[config.mk]
export PLATFORM = sky130hd
export DESIGN_NAME = win_mul_seq_flat
export DESIGN_NICKNAME = d
export VERILOG_FILES = /design/src/rtl/win_mul_seq_if.sv /design/src/rtl/win_mul_seq.sv /design/src/flat_wrapper.sv
export SDC_FILE = /design/constraint.sdc
export NUM_CORES = 1
export LEC_CHECK = 0
export ABC_AREA = 1
export CAP_MARGIN = 20
export CORE_MARGIN = 1
export CORE_UTILIZATION = 28
export CTS_CLUSTER_SIZE = 30
export DETAILED_ROUTE_END_ITERATION = 10
export HOLD_SLACK_MARGIN = 0.1
export PLACE_DENSITY_LB_ADDON = 0.1
export SYNTH_ARGS = -nofsm -noshare
export SYNTH_HDL_FRONTEND = slang
export SYNTH_SLANG_ARGS = --single-unit
[constraint.sdc]
create_clock -name clk -period 3.35 [get_ports clk]
set_input_delay 0.67 -clock clk [delete_from_list [all_inputs] [get_ports clk]]
set_output_delay 0.67 -clock clk [all_outputs]
set_load 0.05 [all_outputs]
[src/rtl/win_mul_seq_if.sv]
`default_nettype none
// ============================================================================
// Module  : win_mul_seq_if
// Brief   : Operand/product handshake bundle for the sequential multiplier.
// Revision: 1.0 - initial release
// ============================================================================
interface win_mul_seq_if #(
    parameter int WIDTH = 8
);
    logic                 in_valid;
    logic                 in_ready;
    logic [WIDTH-1:0]     mul_a;
    logic [WIDTH-1:0]     mul_b;
    logic [1:0]           sign;
    logic                 out_valid;
    logic                 out_ready;
    logic [2*WIDTH-1:0]   mul_out;

    modport master (
        output in_valid, mul_a, mul_b, sign, out_ready,
        input  in_ready, out_valid, mul_out
    );

    modport slave (
        input  in_valid, mul_a, mul_b, sign, out_ready,
        output in_ready, out_valid, mul_out
    );
endinterface
`default_nettype wire

[src/rtl/win_mul_seq.sv]
`default_nettype none
// ============================================================================
// Module  : win_mul_seq
// Brief   : Iterative shift-add multiplier, per-operand sign mode, zero early-out.
// Revision: 1.0 - initial release
// ============================================================================
module win_mul_seq #(
    parameter int WIDTH = 8
) (
    input  wire logic     clk,
    input  wire logic     rst,
    win_mul_seq_if.slave  bus
);
    localparam int              c_CW   = (WIDTH > 2) ? $clog2(WIDTH) : 1;
    localparam logic [c_CW-1:0] c_LAST = c_CW'(WIDTH - 1);
    localparam logic [1:0]      c_IDLE = 2'd0;
    localparam logic [1:0]      c_CALC = 2'd1;
    localparam logic [1:0]      c_DONE = 2'd2;

    logic [1:0]         r_state;
    logic [1:0]         w_state_nxt;
    logic [2*WIDTH-1:0] r_mcand;
    logic [WIDTH-1:0]   r_mplier;
    logic [2*WIDTH-1:0] r_acc;
    logic [c_CW-1:0]    r_cnt;
    logic               r_neg;
    logic [2*WIDTH-1:0] r_out;

    logic               w_in_ready;
    logic               w_out_valid;
    logic               w_accept;
    logic               w_zero;
    logic               w_last;
    logic               w_neg_a;
    logic               w_neg_b;
    logic [WIDTH-1:0]   w_mag_a;
    logic [WIDTH-1:0]   w_mag_b;
    logic [2*WIDTH-1:0] w_acc_nxt;

    // Magnitudes are unsigned WIDTH bits, so -2^(WIDTH-1) maps to 2^(WIDTH-1).
    assign w_neg_a   = bus.sign[1] & bus.mul_a[WIDTH-1];
    assign w_neg_b   = bus.sign[0] & bus.mul_b[WIDTH-1];
    assign w_mag_a   = w_neg_a ? -bus.mul_a : bus.mul_a;
    assign w_mag_b   = w_neg_b ? -bus.mul_b : bus.mul_b;
    assign w_zero    = (bus.mul_a == '0) | (bus.mul_b == '0);
    assign w_accept  = bus.in_valid & w_in_ready;
    assign w_last    = (r_cnt == c_LAST);
    assign w_acc_nxt = r_acc + (r_mplier[0] ? r_mcand : '0);

    always_ff @(posedge clk or posedge rst) begin
        if (rst) begin
            r_state <= c_IDLE;
        end else begin
            r_state <= w_state_nxt;
        end
    end

    always_comb begin
        w_state_nxt = r_state;
        case (r_state)
            c_IDLE:  if (w_accept) w_state_nxt = w_zero ? c_DONE : c_CALC;
            c_CALC:  if (w_last) w_state_nxt = c_DONE;
            c_DONE:  if (bus.out_ready) w_state_nxt = c_IDLE;
            default: w_state_nxt = c_IDLE;
        endcase
    end

    always_comb begin
        w_in_ready  = 1'b0;
        w_out_valid = 1'b0;
        case (r_state)
            c_IDLE:  w_in_ready  = ~rst;
            c_DONE:  w_out_valid = 1'b1;
            default: ;
        endcase
    end

    always_ff @(posedge clk or posedge rst) begin
        if (rst) begin
            r_mcand  <= '0;
            r_mplier <= '0;
            r_acc    <= '0;
            r_cnt    <= '0;
            r_neg    <= 1'b0;
            r_out    <= '0;
        end else begin
            if (r_state == c_IDLE && w_accept) begin
                r_neg    <= w_neg_a ^ w_neg_b;
                r_mcand  <= {{WIDTH{1'b0}}, w_mag_a};
                r_mplier <= w_mag_b;
                r_acc    <= '0;
                r_cnt    <= '0;
                if (w_zero) r_out <= '0;
            end else if (r_state == c_CALC) begin
                r_acc    <= w_acc_nxt;
                r_mcand  <= r_mcand << 1;
                r_mplier <= r_mplier >> 1;
                r_cnt    <= r_cnt + c_CW'(1);
                if (w_last) r_out <= r_neg ? -w_acc_nxt : w_acc_nxt;
            end
        end
    end

    assign bus.in_ready  = w_in_ready;
    assign bus.out_valid = w_out_valid;
    assign bus.mul_out   = r_out;
endmodule
`default_nettype wire
[src/flat_wrapper.sv]
// flat-port wrapper written by rule: the top's interface ports become plain ports
module win_mul_seq_flat 
#(
    parameter int WIDTH = 8
)
  (clk, rst, bus_in_valid, bus_mul_a, bus_mul_b, bus_sign, bus_out_ready, bus_in_ready, bus_out_valid, bus_mul_out);
  win_mul_seq_if #(.WIDTH(WIDTH)) bus_i ();
  input  wire logic clk;
  input  wire logic rst;
  input wire logic [$bits(bus_i.in_valid)-1:0] bus_in_valid;
  input wire logic [$bits(bus_i.mul_a)-1:0] bus_mul_a;
  input wire logic [$bits(bus_i.mul_b)-1:0] bus_mul_b;
  input wire logic [$bits(bus_i.sign)-1:0] bus_sign;
  input wire logic [$bits(bus_i.out_ready)-1:0] bus_out_ready;
  output wire logic [$bits(bus_i.in_ready)-1:0] bus_in_ready;
  output wire logic [$bits(bus_i.out_valid)-1:0] bus_out_valid;
  output wire logic [$bits(bus_i.mul_out)-1:0] bus_mul_out;
  assign bus_i.in_valid = bus_in_valid;
  assign bus_i.mul_a = bus_mul_a;
  assign bus_i.mul_b = bus_mul_b;
  assign bus_i.sign = bus_sign;
  assign bus_i.out_ready = bus_out_ready;
  assign bus_in_ready = bus_i.in_ready;
  assign bus_out_valid = bus_i.out_valid;
  assign bus_mul_out = bus_i.mul_out;
  win_mul_seq #(.WIDTH(WIDTH)) u_core (.clk(clk), .rst(rst), .bus(bus_i));
endmodule
==> metrics.txt <==
worst hold path class flip-flop to flip-flop; measured slew at the worst slew-check pin 0.8259 ns; R2R Path End u_core.bus.mul_out[15]; DP HPWL 8457 µm; Mapped Nets 633; Fin. Hold Viols 0; clk_lat worst skew between 0.3 and 0.4 ns; reg2reg setup slack roughly 0.70 ns; Starting Density 28.91%; clock slew at reported path FFs 0.05 ns; Critical Path RT 2.68 ns; Slew Limit Fails 0; Worst Hold Depth 2; final cell count without fillers 819; Worst Path Max Fanout 2; gp weighted congestion 0.7697; Setup Viol. Count Final 0; largest net degree at the start of global routing 63; CP endpoint kind primary output; initial antenna violation count 0; Final TNS setup 0 ns; sequential fraction of the synthesis area 36.78%; Final Core Density 34.83%; worst hold start u_core.bus.mul_out[14]; Post-DRT Antenna Nets 0; Avg Cell Area, Syn around 7.1 µm²; post-cts sizing count 0; crit share post-route 82.07%; max-cap violations 0; worst-case reg-to-reg path depth 15; Die ar. 15560 µm²; clock skew 0.005367 ns; Setup WS post-layout 0.6005 ns; Worst VDD drop 0.2892 mV; gr ovfl total 0; die width 124.7 µm; Layout area overhead 20.47%; Core ar. between 10000 and 15000 µm²; nets 675; FF-to-FF Start u_core.r_mplier[0]; wire length of the first global-routing pass 18800 µm; htree depth 3; final antenna diode count 0; highest clock rate 363.7 MHz; Cell variety after synth 35; DRC viols 0; Post-Route WL ~11000 µm; Inserted Clock Buffers 9; flops & latches, synth between 60 and 70; pre-CTS setup slack 0.5174 ns; top cells by area, synth dfrtp_1, nand2_1, inv_1; IO Count 40; YS warnings 0; placed cells 805; Gate Count Post-Synth 590; Hold-fix buffers, CTS 0; leading area contributor after synthesis dfrtp_1; layout cells sized above 1 9.134%; commonest non-fill, non-tap cell in the layout nand2_1; Tot Pwr 4873 µW; number of I/O port buffers 39; average routed wire per standard cell 13.43 µm; # clock sinks 62; minimum clock period roughly 2.7 ns; slew margin rel. 44.94%; Min-Delay Endpoint u_core.bus.mul_out[14]; critical setup path kind input pin to primary output; post-CTS setup buffers 0; share of the synthesized area in the top cell type a little under two fifths; outcome finished clean; # rows 44; PD cells 959.1 nW/µm²; Iter 0 DRT Violations 200; die height 124.7 µm; DRT Pass-1 Iters 4; Worst EP arrival 2.08 ns; unrepaired setup endpoints after global routing false; TritonCTS clock tree built; via count 3869; critical path startpoint category input pin; overall global routing resource usage 15.35%; Netlist Area Pre-Place 4218 µm²; most frequent cells in the layout nand2_1, inv_1, dfrtp_1; vias in the first global route between 3k and 4k; maximum root-to-sink buffer count 2; Static Leakage ~0.0025 µW; clock root cell clkbuf_16; vias per cell 4.724
metrics by stage:
step                hold slack, ns  area (µm²)
floorplan                   0.4497        4218
global placement            0.4635        4825
detailed placement          0.4667        4825
CTS                         0.4804        5081
global route                0.5099        5081
finish                      0.4735        5081
Yosys cell counts (all sizes together):
master and instances:
inv 105, nand3b 3, nand4 5, buf 7, o21ai 50, ha 20, fa 1, o22ai 5
nand2 181, nor3 13, xor2 6, o221ai 11, a31oi 1, a22o 3, clkbuf 6, o31ai 3
a21oi 18, dfrtp 62, a22oi 1, a211oi 1, nor2 33, a21o 1, o211ai 5, o21bai 2
nand3 47
per-layer routing:
layer	part of all wire (%)	GRT usage (%)	up-vias
li1	-	-	1991
met1	46	18.33	1815
met2	50	26.81	51
met3	2.9	3.393	12
met4	1.5	5.528	0
met5	0	0	-
kinds of logic after synthesis:
kind of cell | share of synthesized area [%]
AOI/OAI and AO/OA | 14.36
xor gates and xnor gates | 1.246
adders and majority gates | 6.408
buffers and inverters | 10.86
DFF | 36.78
and+or+nand+nor | 30.35
state kept, by name (all words and copies together), names as in the netlist:
register and flops:
u_core.bus.mul_out 16, u_core.r_acc 16, u_core.r_mcand 16, u_core.r_mplier 8, u_core.r_cnt 3, u_core.r_state 2
u_core.r_neg 1
report_power, final:
| part | internal, µW | switching (µW) | total, µW |
|---|---|---|---|
| sequential | 1080 | 215 | 1290 |
| clock | 509 | 320 | 830 |
| combinational | 913 | 1840 | 2750 |
worst max-delay path: stages:
cell	delay [ns]
clkdlybuf4s50_1	0.45
nor3_2	0.14
clkdlybuf4s50_1	0.82
layout make-up:
class | count | area (µm²)
Sequential cell | 62 | 1551
Tap cell | 184 | 230.2
Fill cell | 1567 | 9508
Timing Repair Buffer | 44 | 440.4
Inverter | 105 | 394.1
Clock buffer | 12 | 246.5
Multi-Input combinational cell | 410 | 2208
Clock inverter | 2 | 10.01
worst max-delay path by stage:
stage	endpoint	slack [ns]	cells past startpoint	startpoint
5_1_grt	u_core.bus.mul_out[15]	0.45	15	u_core.r_mplier[0]
3_3_place_gp	u_core.bus.mul_out[6]	0.56	11	bus_mul_a[0]
2_1_floorplan	u_core.bus.mul_out[14]	0.63	19	u_core.r_mplier[0]
3_5_place_dp	u_core.bus.mul_out[6]	0.52	11	bus_mul_a[0]
4_1_cts	bus_in_ready	0.58	3	rst
6_report	bus_in_ready	0.60	3	rst
Note: power is estimated with default switching activity, not from simulation.
